<file path="src/rtl/prim_assembler_if.sv">
// Vertex/colour FIFO read port plus rasterizer primitive handshake for prim_assembler.
// master = assembler side, slave = FIFO/rasterizer side.
interface prim_assembler_if #(
  parameter int VTX_W     = 96,
  parameter int COL_W     = 96,
  parameter int NUM_VERTS = 3,
  parameter int CNT_W     = 16
);
  logic                       vertex_empty;
  logic                       color_empty;
  logic [VTX_W-1:0]           vertex_in;
  logic [COL_W-1:0]           color_in;
  logic                       dequeue;
  logic                       strip_mode;
  logic                       vertex_rd_en;
  logic                       color_rd_en;
  logic                       ready;
  logic [NUM_VERTS*VTX_W-1:0] vertex_out;
  logic [NUM_VERTS*COL_W-1:0] color_out;
  logic [CNT_W-1:0]           prim_count;

  modport master (
    input  vertex_empty, color_empty, vertex_in, color_in, dequeue, strip_mode,
    output vertex_rd_en, color_rd_en, ready, vertex_out, color_out, prim_count
  );

  modport slave (
    output vertex_empty, color_empty, vertex_in, color_in, dequeue, strip_mode,
    input  vertex_rd_en, color_rd_en, ready, vertex_out, color_out, prim_count
  );
endinterface

</file>
<file path="src/rtl/prim_assembler.sv">
// Assembles NUM_VERTS vertex/colour pairs into a held primitive, with list and strip reuse modes.
// Optional macro PRIM_ASM_WINDING_FIX_EN: swap presented slots 0/1 on odd strip primitives.
module prim_assembler #(
  parameter int VTX_W     = 96,
  parameter int COL_W     = 96,
  parameter int NUM_VERTS = 3,
  parameter int CNT_W     = 16
) (
  input  logic             clk,
  input  logic             rst_n,
  prim_assembler_if.master bus
);

  localparam int IDX_W = $clog2(NUM_VERTS + 1);

  typedef enum logic [1:0] {
    ISSUE   = 2'd0,
    WAIT    = 2'd1,
    CAPTURE = 2'd2,
    HOLD    = 2'd3
  } state_t;

  state_t           r_state;
  state_t           w_state_nxt;
  logic [IDX_W-1:0] r_idx;
  logic             r_rd_en;
  logic             r_ready;
  logic [CNT_W-1:0] r_cnt;
  logic [VTX_W-1:0] r_vslot [NUM_VERTS];
  logic [COL_W-1:0] r_cslot [NUM_VERTS];

  logic w_fetch;
  logic w_capture;
  logic w_done;
  logic w_deq;

  logic [NUM_VERTS*VTX_W-1:0] w_vout;
  logic [NUM_VERTS*COL_W-1:0] w_cout;

  always_comb begin
    w_state_nxt = r_state;
    w_fetch     = 1'b0;
    w_capture   = 1'b0;
    w_done      = 1'b0;
    w_deq       = 1'b0;
    case (r_state)
      ISSUE: begin
        if (r_idx == IDX_W'(NUM_VERTS)) begin
          w_done      = 1'b1;
          w_state_nxt = HOLD;
        end else if (!bus.vertex_empty && !bus.color_empty) begin
          w_fetch     = 1'b1;
          w_state_nxt = WAIT;
        end
      end
      // Empty flags lag the pop, so WAIT never looks at them.
      WAIT:    w_state_nxt = CAPTURE;
      CAPTURE: begin
        w_capture   = 1'b1;
        w_state_nxt = ISSUE;
      end
      HOLD: begin
        if (bus.dequeue) begin
          w_deq       = 1'b1;
          w_state_nxt = ISSUE;
        end
      end
      default: w_state_nxt = ISSUE;
    endcase
  end

  always_ff @(posedge clk or negedge rst_n) begin
    if (!rst_n) begin
      r_state <= ISSUE;
      r_idx   <= '0;
      r_rd_en <= 1'b0;
      r_ready <= 1'b0;
      r_cnt   <= '0;
    end else begin
      r_state <= w_state_nxt;
      r_rd_en <= w_fetch;
      if (w_done)
        r_ready <= 1'b1;
      else if (w_deq)
        r_ready <= 1'b0;
      if (w_capture)
        r_idx <= r_idx + 1'b1;
      else if (w_deq)
        r_idx <= bus.strip_mode ? IDX_W'(NUM_VERTS - 1) : '0;
      if (w_deq)
        r_cnt <= r_cnt + 1'b1;
    end
  end

  // Strip reuse shifts the window down by one; list mode leaves stale slots until refilled.
  always_ff @(posedge clk or negedge rst_n) begin
    if (!rst_n) begin
      for (int k = 0; k < NUM_VERTS; k++) begin
        r_vslot[k] <= '0;
        r_cslot[k] <= '0;
      end
    end else begin
      if (w_deq && bus.strip_mode) begin
        for (int k = 0; k < NUM_VERTS - 1; k++) begin
          r_vslot[k] <= r_vslot[k+1];
          r_cslot[k] <= r_cslot[k+1];
        end
      end
      for (int k = 0; k < NUM_VERTS; k++) begin
        if (w_capture && (r_idx == IDX_W'(k))) begin
          r_vslot[k] <= bus.vertex_in;
          r_cslot[k] <= bus.color_in;
        end
      end
    end
  end

`ifdef PRIM_ASM_WINDING_FIX_EN
  logic r_parity;

  always_ff @(posedge clk or negedge rst_n) begin
    if (!rst_n)
      r_parity <= 1'b0;
    else if (w_deq)
      r_parity <= bus.strip_mode ? ~r_parity : 1'b0;
  end

  always_comb begin
    for (int k = 0; k < NUM_VERTS; k++) begin
      w_vout[k*VTX_W +: VTX_W] = r_vslot[k];
      w_cout[k*COL_W +: COL_W] = r_cslot[k];
    end
    // Odd strip primitives flip the first two vertices to keep winding consistent.
    if (r_parity) begin
      w_vout[0     +: VTX_W] = r_vslot[1];
      w_vout[VTX_W +: VTX_W] = r_vslot[0];
      w_cout[0     +: COL_W] = r_cslot[1];
      w_cout[COL_W +: COL_W] = r_cslot[0];
    end
  end
`else
  always_comb begin
    for (int k = 0; k < NUM_VERTS; k++) begin
      w_vout[k*VTX_W +: VTX_W] = r_vslot[k];
      w_cout[k*COL_W +: COL_W] = r_cslot[k];
    end
  end
`endif

  assign bus.vertex_rd_en = r_rd_en;
  assign bus.color_rd_en  = r_rd_en;
  assign bus.ready        = r_ready;
  assign bus.vertex_out   = w_vout;
  assign bus.color_out    = w_cout;
  assign bus.prim_count   = r_cnt;

endmodule

</file>
<file path="src/flat_wrapper.sv">
// flat-port wrapper written by rule: the top's interface ports become plain ports
module prim_assembler_flat 
#(
  parameter int VTX_W     = 96,
  parameter int COL_W     = 96,
  parameter int NUM_VERTS = 3,
  parameter int CNT_W     = 16
)
  (clk, rst_n, bus_vertex_empty, bus_color_empty, bus_vertex_in, bus_color_in, bus_dequeue, bus_strip_mode, bus_vertex_rd_en, bus_color_rd_en, bus_ready, bus_vertex_out, bus_color_out, bus_prim_count);
  prim_assembler_if #(.VTX_W(VTX_W), .COL_W(COL_W), .NUM_VERTS(NUM_VERTS), .CNT_W(CNT_W)) bus_i ();
  input  logic clk;
  input  logic rst_n;
  input wire logic [$bits(bus_i.vertex_empty)-1:0] bus_vertex_empty;
  input wire logic [$bits(bus_i.color_empty)-1:0] bus_color_empty;
  input wire logic [$bits(bus_i.vertex_in)-1:0] bus_vertex_in;
  input wire logic [$bits(bus_i.color_in)-1:0] bus_color_in;
  input wire logic [$bits(bus_i.dequeue)-1:0] bus_dequeue;
  input wire logic [$bits(bus_i.strip_mode)-1:0] bus_strip_mode;
  output wire logic [$bits(bus_i.vertex_rd_en)-1:0] bus_vertex_rd_en;
  output wire logic [$bits(bus_i.color_rd_en)-1:0] bus_color_rd_en;
  output wire logic [$bits(bus_i.ready)-1:0] bus_ready;
  output wire logic [$bits(bus_i.vertex_out)-1:0] bus_vertex_out;
  output wire logic [$bits(bus_i.color_out)-1:0] bus_color_out;
  output wire logic [$bits(bus_i.prim_count)-1:0] bus_prim_count;
  assign bus_i.vertex_empty = bus_vertex_empty;
  assign bus_i.color_empty = bus_color_empty;
  assign bus_i.vertex_in = bus_vertex_in;
  assign bus_i.color_in = bus_color_in;
  assign bus_i.dequeue = bus_dequeue;
  assign bus_i.strip_mode = bus_strip_mode;
  assign bus_vertex_rd_en = bus_i.vertex_rd_en;
  assign bus_color_rd_en = bus_i.color_rd_en;
  assign bus_ready = bus_i.ready;
  assign bus_vertex_out = bus_i.vertex_out;
  assign bus_color_out = bus_i.color_out;
  assign bus_prim_count = bus_i.prim_count;
  prim_assembler #(.VTX_W(VTX_W), .COL_W(COL_W), .NUM_VERTS(NUM_VERTS), .CNT_W(CNT_W)) u_core (.clk(clk), .rst_n(rst_n), .bus(bus_i));
endmodule
</file>
<file path="config.mk">
export PLATFORM = sky130hd
export DESIGN_NAME = prim_assembler_flat
export DESIGN_NICKNAME = d
export VERILOG_FILES = /design/src/rtl/prim_assembler_if.sv /design/src/rtl/prim_assembler.sv /design/src/flat_wrapper.sv
export SDC_FILE = /design/constraint.sdc
export NUM_CORES = 1
export LEC_CHECK = 0
export BUFFER_PORTS_ARGS = -buffer_cell sky130_fd_sc_hd__buf_2
export CORE_AREA = 2 2 307 309
export CTS_CLUSTER_SIZE = 14
export DETAILED_ROUTE_END_ITERATION = 12
export DIE_AREA = 0 0 309 311
export SETUP_SLACK_MARGIN = 0.02
export SYNTH_ARGS = -nofsm -noshare
export SYNTH_HDL_FRONTEND = slang
export SYNTH_SLANG_ARGS = --single-unit
</file>
<file path="constraint.sdc">
create_clock -name clk -period 4.3 [get_ports clk]
set_clock_uncertainty 0.1 [all_clocks]
set_input_delay 0.86 -clock clk [delete_from_list [all_inputs] [get_ports clk]]
set_output_delay 0.86 -clock clk [all_outputs]
set_load 0.005 [all_outputs]
</file>
Word-level counts from Yosys, hierarchy flattened --
Cells that the tools add are included.
Storage, ports and cells: flip-flop bits (word level) 598, latch bits 0, memory bits (writable) 0, memory bits (read-only) 0, input port bits 198, output and inout bits 595, word-level logic and storage cells 58, memories 0
Cells by class: add/sub/neg operators 2, multipliers 0, divide/modulo/power cells 0, magnitude comparators 0, eq/ne operators 8, shift-type cells 0, muxes and demuxes 23, bitwise gates (word level) 0, reductions and logical operators 14
Operators with widths (count):
- $mux 192 | 2
- $mux 96 | 4
- $add 16x1->16 const B | 1
- $mux 2 | 6
- $mux 1 | 10
- $eq 2x2->1 const B | 4
- $pmux 2 s4 | 1
- $reduce_bool 2->1 | 4
- $logic_and 1x1->1 | 5
- $eq 2x1->1 const B | 2
- $logic_not 2->1 | 2
- $ne 3x1->1 const B | 1
- $add 2x1->2 const B | 1
- $logic_not 1->1 | 2
- $ne 2x2->1 const B | 1
- $reduce_and 2->1 | 1

Longest topological paths before layout --
Gate-level depths: netlist (run 1).
depth in word-level cells 5, depth in mapped cells 9, depth with buffers taken out 6

Least setup slack after synthesis (run 1) --
No wires, ideal clock.
path kind input port to flip-flop, start point in bus_strip_mode, end point reg u_core.r_cslot, in the netlist u_core.bus.color_out[47], library setup time 0.132 ns, arrival 1.768 ns, data required time 4.068 ns, slack 2.300 ns, stages 5, buffers on the path 2, path through and3_4 o21ai_4 buf_4 clkbuf_1 o21ai_1
Between the ends: cells in the longest elaborated chain, start to end 2
RTL lines:
- start: declaration | line flat_wrapper.sv:18 | input wire logic [$bits(bus_i.strip_mode)-1:0] bus_strip_mode;
- $logic_and 1x1->1 | line prim_assembler.sv:103 | if (w_deq && bus.strip_mode) begin
- $reduce_bool 2->1 (no line)
- end signal: indexed assignment | line prim_assembler.sv:106 | r_cslot[k] <= r_cslot[k+1];
- end signal: indexed assignment | line prim_assembler.sv:112 | r_cslot[k] <= bus.color_in;
- end: declaration | line prim_assembler.sv:30 | logic [COL_W-1:0] r_cslot [NUM_VERTS];
No other way between the ends. A chain may end at the register's enable or synchronous reset.

Worst setup path after layout (run 1) --
start point reg u_core.r_state[1], end point reg u_core.r_vslot, in the netlist u_core.bus.vertex_out[146]
Between the ends: cells in the longest elaborated chain, start to end 4, elaborated cells between the ends (all ways) 8, those cells by class eq/ne (2); mux (3); reduce/logical (3)
RTL lines:
- start: declaration | line prim_assembler.sv:23 | state_t r_state;
- start signal: assignment | line prim_assembler.sv:80 | r_state <= w_state_nxt;
- $eq 2x2->1 | line prim_assembler.sv:46 | case (r_state)
- $mux 1 | line prim_assembler.sv:46
- $logic_and 1x1->1, on equally long branches | line prim_assembler.sv:110, prim_assembler.sv:103
- $mux 96 / $reduce_bool 2->1 (equally long branches)
- end signal: indexed assignment | line prim_assembler.sv:105 | r_vslot[k] <= r_vslot[k+1];
- end signal: indexed assignment | line prim_assembler.sv:111 | r_vslot[k] <= bus.vertex_in;
- end: declaration | line prim_assembler.sv:29 | logic [VTX_W-1:0] r_vslot [NUM_VERTS];
Several ways; a longest one is shown, not always the timed one.

==> results.json, run 1 <==
{
  "grt_pass1_wl_mm": 124.6,
  "dpl_cell_area_mm2": 0.03126,
  "cts_tree": "built",
  "synth-xor-area-share_pct": 0.5060,
  "hpwl_mm": 61.18,
  "area_delta_synth_final_pct": 28.75,
  "synthMuxAreaShare_pct": 23.17,
  "swShare_pct": 37.46,
  "fin_crit_ns": 2.613,
  "worst_ep_arrival_time_ns": 3.01,
  "drc": 0,
  "grt_max_degree": 117,
  "worstPathMaxFanout": 45,
  "r2r_setup_slack_ns": 1.69,
  "track_usage_pct": 16.84,
  "p_sw_mw": 9.764,
  "p_total_mw": 26.06,
  "cts_num_sinks": 598,
  "leakagePower_nw": 18.46,
  "tns_ns": 0,
  "nNetsFinal": 3157,
  "synth-compound-area-share_pct": 7.710,
  "syn_nets": 2374,
  "clkPwrFrac_pct": 21.8,
  "routed_wl_mm": 83.08,
  "multiInputGateArea_mm2": 0.009910,
  "overflow": 0,
  "finalNonFillerCells": 4261,
  "synth_cells": 2171,
  "synthAdderAreaFrac_pct": 0.2410,
  "antenna_found_initial": 11,
  "peakVddDrop_mv": 0.3891,
  "ios": 793,
  "post-route-period-util_pct": 60.78,
  "fin_ws_ns": 1.687,
  "yosys.area_share.simple_pct": 6.448,
  "grt_pass1_vias": 19518,
  "relSlewSlack_pct": 31.79,
  "wl_per_cell_um": 19.50,
  "die_x_um": 309,
  "setup_viol": 0,
  "power_frac_comb_pct": 38.4,
  "drive_above_1_share_pct": 32.61,
  "cts_setup_buffers": 0,
  "rsz0062_at_grt": "no",
  "avgSynthCellArea_um2": 11.96,
  "seqCellArea_mm2": 0.01496,
  "synth-seq-cells": 598,
  "fin_area_mm2": 0.03343,
  "synth_top_family_by_area": "multiplexers",
  "fp.dieH_um": 311,
  "ant_nets": 0,
  "clk_path_buf_depth": 3,
  "vias": 19264,
  "core_area_mm2": 0.09277,
  "drv_cap": 0,
  "drtPass1Iterations": 5,
  "min_path_type": "input pin to async pin",
  "clockRootBuffer": "clkbuf_16",
  "status": "finished clean",
  "ys_warn_count": 0,
  "syn_area_mm2": 0.02596,
  "ys_seq_area_share_pct": 57.64,
  "clock.fmax_mhz": 382.6,
  "path_clk_slew_ns": 0.06,
  "end_kind": "flip-flop",
  "gp_congestion": 0.8437,
  "vias_per_cell": 4.521,
  "holdBufCountCts": 0,
  "p_seq_share_pct": 39.8,
  "dp.cells": 4135,
  "die_area_mm2": 0.09610,
  "power_density_mw_per_mm2": 779.6,
  "insertion_delay_ns": 0.62,
  "drtIter0Drc": 1023,
  "worst-slew-pin-transition_ns": 1.023,
  "maxSlewViolCount": 0,
  "portBuffers": 792,
  "cts-buffers-inserted": 71,
  "initial_core_util_pct": 27.99,
  "cts_max_level": 3,
  "cp.required_ns": 4.69,
  "preCtsSetupSlack_ns": 1.577,
  "cp-start-kind": "flip-flop",
  "path_class": "flip-flop to flip-flop",
  "final_hold_viol_count": 0,
  "row_count": 112,
  "cts_resized": 0,
  "fillCellCount": 9348,
  "netlist-cell-type-count": 31,
  "p_int_mw": 16.30
}
-- state kept, by name (all words and copies together) (netlist names) --
signal                  count
u_core.bus.prim_count      16
u_core.bus.color_rd_en      1
u_core.r_state              2
u_core.bus.vertex_out     288
u_core.bus.color_out      288
u_core.bus.ready            1
u_core.r_idx                2
-- Yosys cell counts --
cell / instances / area share (%)
a21oi_1: 2 / 0.039
and3_1: 5 / 0.12
and3_4: 1 / 0.043
buf_2: 15 / 0.29
buf_4: 64 / 1.9
buf_6: 35 / 1.5
clkbuf_1: 26 / 0.38
clkbuf_2: 10 / 0.19
dfrtp_1: 598 / 58
ha_1: 5 / 0.24
inv_1: 4 / 0.058
mux2_1: 180 / 7.8
mux2_2: 13 / 0.56
mux2i_1: 384 / 15
nand2_1: 399 / 5.8
nand3_1: 7 / 0.13
nand4_1: 4 / 0.096
nor2_1: 5 / 0.072
nor2b_1: 2 / 0.048
nor2b_4: 1 / 0.053
nor3_1: 2 / 0.039
nor3_2: 1 / 0.039
nor4b_1: 1 / 0.034
o211ai_1: 1 / 0.029
o21a_1: 1 / 0.029
o21ai_0: 149 / 2.9
o21ai_1: 238 / 4.6
o21ai_4: 2 / 0.13
o31ai_1: 1 / 0.029
xnor2_1: 10 / 0.34
xor2_1: 5 / 0.17
-- worst paths after layout --
kind,startpoint,cells after the start,end
min in group clk,u_core.bus.vertex_out[30]$_DFFE_PN0P_,2,u_core.bus.vertex_out[30]$_DFFE_PN0P_
worst max-delay path,u_core.r_state[1]$_DFFE_PN0P_,5,u_core.bus.vertex_out[146]$_DFFE_PN0P_
max in group asynchronous,rst_n,3,u_core.bus.vertex_out[37]$_DFFE_PN0P_
worst min-delay path,rst_n,1,u_core.bus.vertex_out[212]$_DFFE_PN0P_
worst max register to register,u_core.r_state[1]$_DFFE_PN0P_,5,u_core.bus.vertex_out[146]$_DFFE_PN0P_
worst min register to register,u_core.bus.vertex_out[30]$_DFFE_PN0P_,2,u_core.bus.vertex_out[30]$_DFFE_PN0P_
-- power groups by stage --
stage          Combinational, mW  Clock (mW)  Sequential [mW]
2_1_floorplan               5.10           0             10.3
3_3_place_gp                10.0           0             10.4
3_5_place_dp                10.2           0             10.4
4_1_cts                     10.2        5.86             10.4
5_1_grt                     11.1        6.08             10.7
6_report                    10.0        5.67             10.4
-- routing by layer --
metal  global-route usage (%)  wire length (µm)  up-vias
li1                         -                 -     9102
met1                    20.08             33790     9469
met2                    28.15             40560      543
met3                    4.754              5561      142
met4                    7.414              3121        8
met5                        0                53        -
-- logic make-up (layout without fill, tap and decap cells) --
logic type	after synthesis	count (layout)
flip-flops	598	598
multiplexers	577	577
AND/OR/NAND/NOR	428	428
AO/OA/AOI/OAI	394	394
buffers and inverters	154	982
XOR/XNOR	15	15
adder cells (fa/ha/maj)	5	5
other	0	8
-- cells in the final DEF (no fill, tap or decap), types with 21 or more instances in the layout --
master | synthesis | final
buf_4 | 64 | 43
buf_2 | 15 | 791
mux2i_1 | 384 | 384
nand2_1 | 399 | 396
o21ai_1 | 238 | 238
o21ai_0 | 149 | 149
clkbuf_1 | 26 | 21
mux2_1 | 180 | 180
clkbuf_16 | 0 | 71
buf_12 | 0 | 25
dfrtp_1 | 598 | 598
-- worst max-delay path: stages (launching register included) --
cell,delay (ns)
dfrtp_1,0.51
nor2b_4,0.23
nand2_4,0.75
buf_4,0.51
mux2i_1,0.26
o21ai_1,0.07
-- cell type report --
class,instances,share of cell area [%]
Sequential cell,598,44.77
Multi-Input combinational cell,1419,29.65
Timing Repair Buffer,860,14.35
Clock buffer,105,6.086
Tap cell,1254,4.694
Clock inverter,13,0.3518
Antenna cell,8,0.05989
Inverter,4,0.04492
-- per-stage QoR --
stage,util (%),hold slack [ns]
CTS,36.01,0.09254
finish,36.03,0.1058
global placement,33.69,0.3577
global route,36.02,0.1068
detailed placement,33.69,0.3600
floorplan,-,0.3683
Power figures use the tool's default switching activity.
==> inputs of run 2 (changes only) <==
==> constraint.sdc (replaced) <==
create_clock -name clk -period 2.1 [get_ports clk]
set_clock_uncertainty 0.1 [all_clocks]
set_input_delay 0.42 -clock clk [delete_from_list [all_inputs] [get_ports clk]]
set_output_delay 0.42 -clock clk [all_outputs]
set_load 0.005 [all_outputs]
==> results.json, run 2 (synthesis gave the netlist of run 1 again) <==
{
  "status": "finished clean",
  "fillCellCount": 9046,
  "drc": 0,
  "cts-buffers-inserted": 72,
  "cts_max_level": 3,
  "insertion_delay_ns": 0.62,
  "p_sw_mw": 20.77,
  "cpMostUsedCell": "buf_12",
  "vias": 20601,
  "slowest_delay_ns": 0.39,
  "portBuffers": 792,
  "nNetsFinal": 3432,
  "cts_tree": "built",
  "critPathTopFamily": "buffers and inverters",
  "end_kind": "flip-flop",
  "worstPathMaxFanout": 42,
  "critPathCapture": "u_core.bus.color_out[18]$_DFFE_PN0P_",
  "drtIter0Drc": 1317,
  "top_usage_layer": "met2",
  "clock.fmax_mhz": 504.2,
  "post-route-period-util_pct": 94.45,
  "track_usage_pct": 17.63,
  "drv_cap": 0,
  "cp.depth": 8,
  "swShare_pct": 36.82,
  "overflow": 0,
  "relSlewSlack_pct": 57.80,
  "min_from": "bus_vertex_in[82]",
  "p_seq_share_pct": 38.4,
  "vias_per_cell": 4.534,
  "gr-usage-met3_pct": 4.958,
  "crit_path_start": "u_core.r_idx[0]$_DFFE_PN0P_",
  "drtPass1Iterations": 7,
  "cp_slowest_cell": "dfrtp_1",
  "final_common_cell": "buf_2",
  "crit_chain": "inv_1 > ha_1 > nor2b_1 > o21ai_4 > buf_4 > buf_12 > buf_12 > o21ai_0",
  "wl_per_cell_um": 19.28,
  "power_density_mw_per_mm2": 1541,
  "final_cell_mix": "buf_2 (791), dfrtp_1 (598), nand2_1 (396)",
  "routed_wl_mm": 87.63,
  "fin_crit_ns": 1.983,
  "gp_congestion": 0.8592,
  "grt_pass1_vias": 21167,
  "clockRootBuffer": "clkbuf_16",
  "clk_path_buf_depth": 3,
  "ios": 793,
  "cp-start-kind": "flip-flop",
  "met1_usage_pct": 20.94,
  "holdWs_ns": 0.05263,
  "dp.cells": 4209,
  "leakagePower_nw": 19.96,
  "path_class": "flip-flop to flip-flop",
  "setup_viol": 0,
  "ant_nets": 0,
  "fp.dieH_um": 311,
  "path_clk_slew_ns": 0.06,
  "grt_pass1_wl_mm": 131.5,
  "path_buf_inv": 4,
  "hpwl_mm": 64.76,
  "min_path_type": "input pin to flip-flop",
  "row_count": 112,
  "die_area_mm2": 0.09610,
  "peakVddDrop_mv": 0.9089,
  "grt_max_degree": 85,
  "worst_ep_arrival_time_ns": 2.36,
  "r2r_end": "u_core.bus.color_out[18]$_DFFE_PN0P_",
  "cp.required_ns": 2.48,
  "clkPwrFrac_pct": 23.3,
  "rr_worst_depth": 8,
  "gr-usage-met2_pct": 29.46,
  "initial_core_util_pct": 27.99,
  "drive_above_1_share_pct": 32.87,
  "r2r_setup_slack_ns": 0.12,
  "core_area_mm2": 0.09277,
  "p_int_mw": 35.64,
  "dpl_cell_area_mm2": 0.03204,
  "maxSlewViolCount": 0,
  "fin_area_mm2": 0.03660,
  "die_x_um": 309,
  "rsz0062_at_grt": "yes",
  "power_frac_comb_pct": 38.3,
  "tns_ns": 0,
  "finalNonFillerCells": 4544,
  "worstReg2RegStart": "u_core.r_idx[0]$_DFFE_PN0P_",
  "final_hold_viol_count": 0,
  "area_delta_synth_final_pct": 40.96,
  "antenna_found_initial": 5,
  "worst-slew-pin-transition_ns": 0.6329,
  "cts_num_sinks": 598,
  "final_util_pct": 39.45
}
run 2: cell count changes in the layout (fill, tap and decap cells not counted), moves of 8 or more:
cell and delta:
buf_12 +16, buf_4 +60, clkbuf_16 +8, clkinv_2 +9, dlygate4sd3_1 +194
run 2: worst min path at each step:
stage | to | slack (ns) | cells after the start
floorplan | u_core.bus.color_out[0]$_DFFE_PN0P_ | 0.02 | 0
global placement | u_core.bus.vertex_out[25]$_DFFE_PN0P_ | 0.22 | 1
detailed placement | u_core.bus.vertex_out[25]$_DFFE_PN0P_ | 0.22 | 1
CTS | u_core.bus.vertex_out[274]$_DFFE_PN0P_ | 0.002 | 2
global route | u_core.bus.vertex_out[274]$_DFFE_PN0P_ | 0.01 | 2
finish | u_core.bus.vertex_out[274]$_DFFE_PN0P_ | 0.05 | 2
run 2: layout make-up:
type,instances,area (µm²),area share (%)
Antenna cell,1,2.502,0.006838
Clock buffer,111,2255,6.161
Clock inverter,23,267.8,0.7316
Inverter,4,15.01,0.04103
Multi-Input combinational cell,1419,9910,27.08
Sequential cell,598,14960,40.89
Tap cell,1254,1569,4.287
Timing Repair Buffer,1134,7615,20.81
run 2: through the flow:
step | total power [mW] | setup WS [ns]
2_1_floorplan | 31.64 | 0.3923
3_3_place_gp | 42.63 | 0.1546
3_5_place_dp | 43.15 | 0.1127
4_1_cts | 56.83 | 0.1037
5_1_grt | 60.20 | 0.01817
6_report | 56.41 | 0.1167
run 2: worst register-to-register path, cell delays in order (launching register included):
cell	delay, ns
dfrtp_1	0.39
inv_1	0.08
ha_1	0.24
nor2b_1	0.17
o21ai_4	0.15
buf_4	0.16
buf_12	0.17
buf_12	0.24
o21ai_0	0.16
run 2: repair_timing:
action,4_1_cts,5_1_grt
setup endpoints to repair,0,28
hold buffers,194,0
resized for setup,0,2
setup buffers,0,4
endpoints found under the hold margin,706,0
run 2: power groups by stage:
stage	combinational (mW)	clock, mW	sequential (mW)
global placement	21.0	0	21.7
global route	23.9	14.0	22.3
CTS	21.7	13.5	21.6
floorplan	10.4	0	21.2
finish	21.6	13.2	21.7
detailed placement	21.4	0	21.8
run 2: per-layer routing:
layer	vias to the layer above	routed length, µm
met5	-	41
met4	6	3813
met3	216	5817
met2	676	42550
met1	10047	35410
li1	9656	-
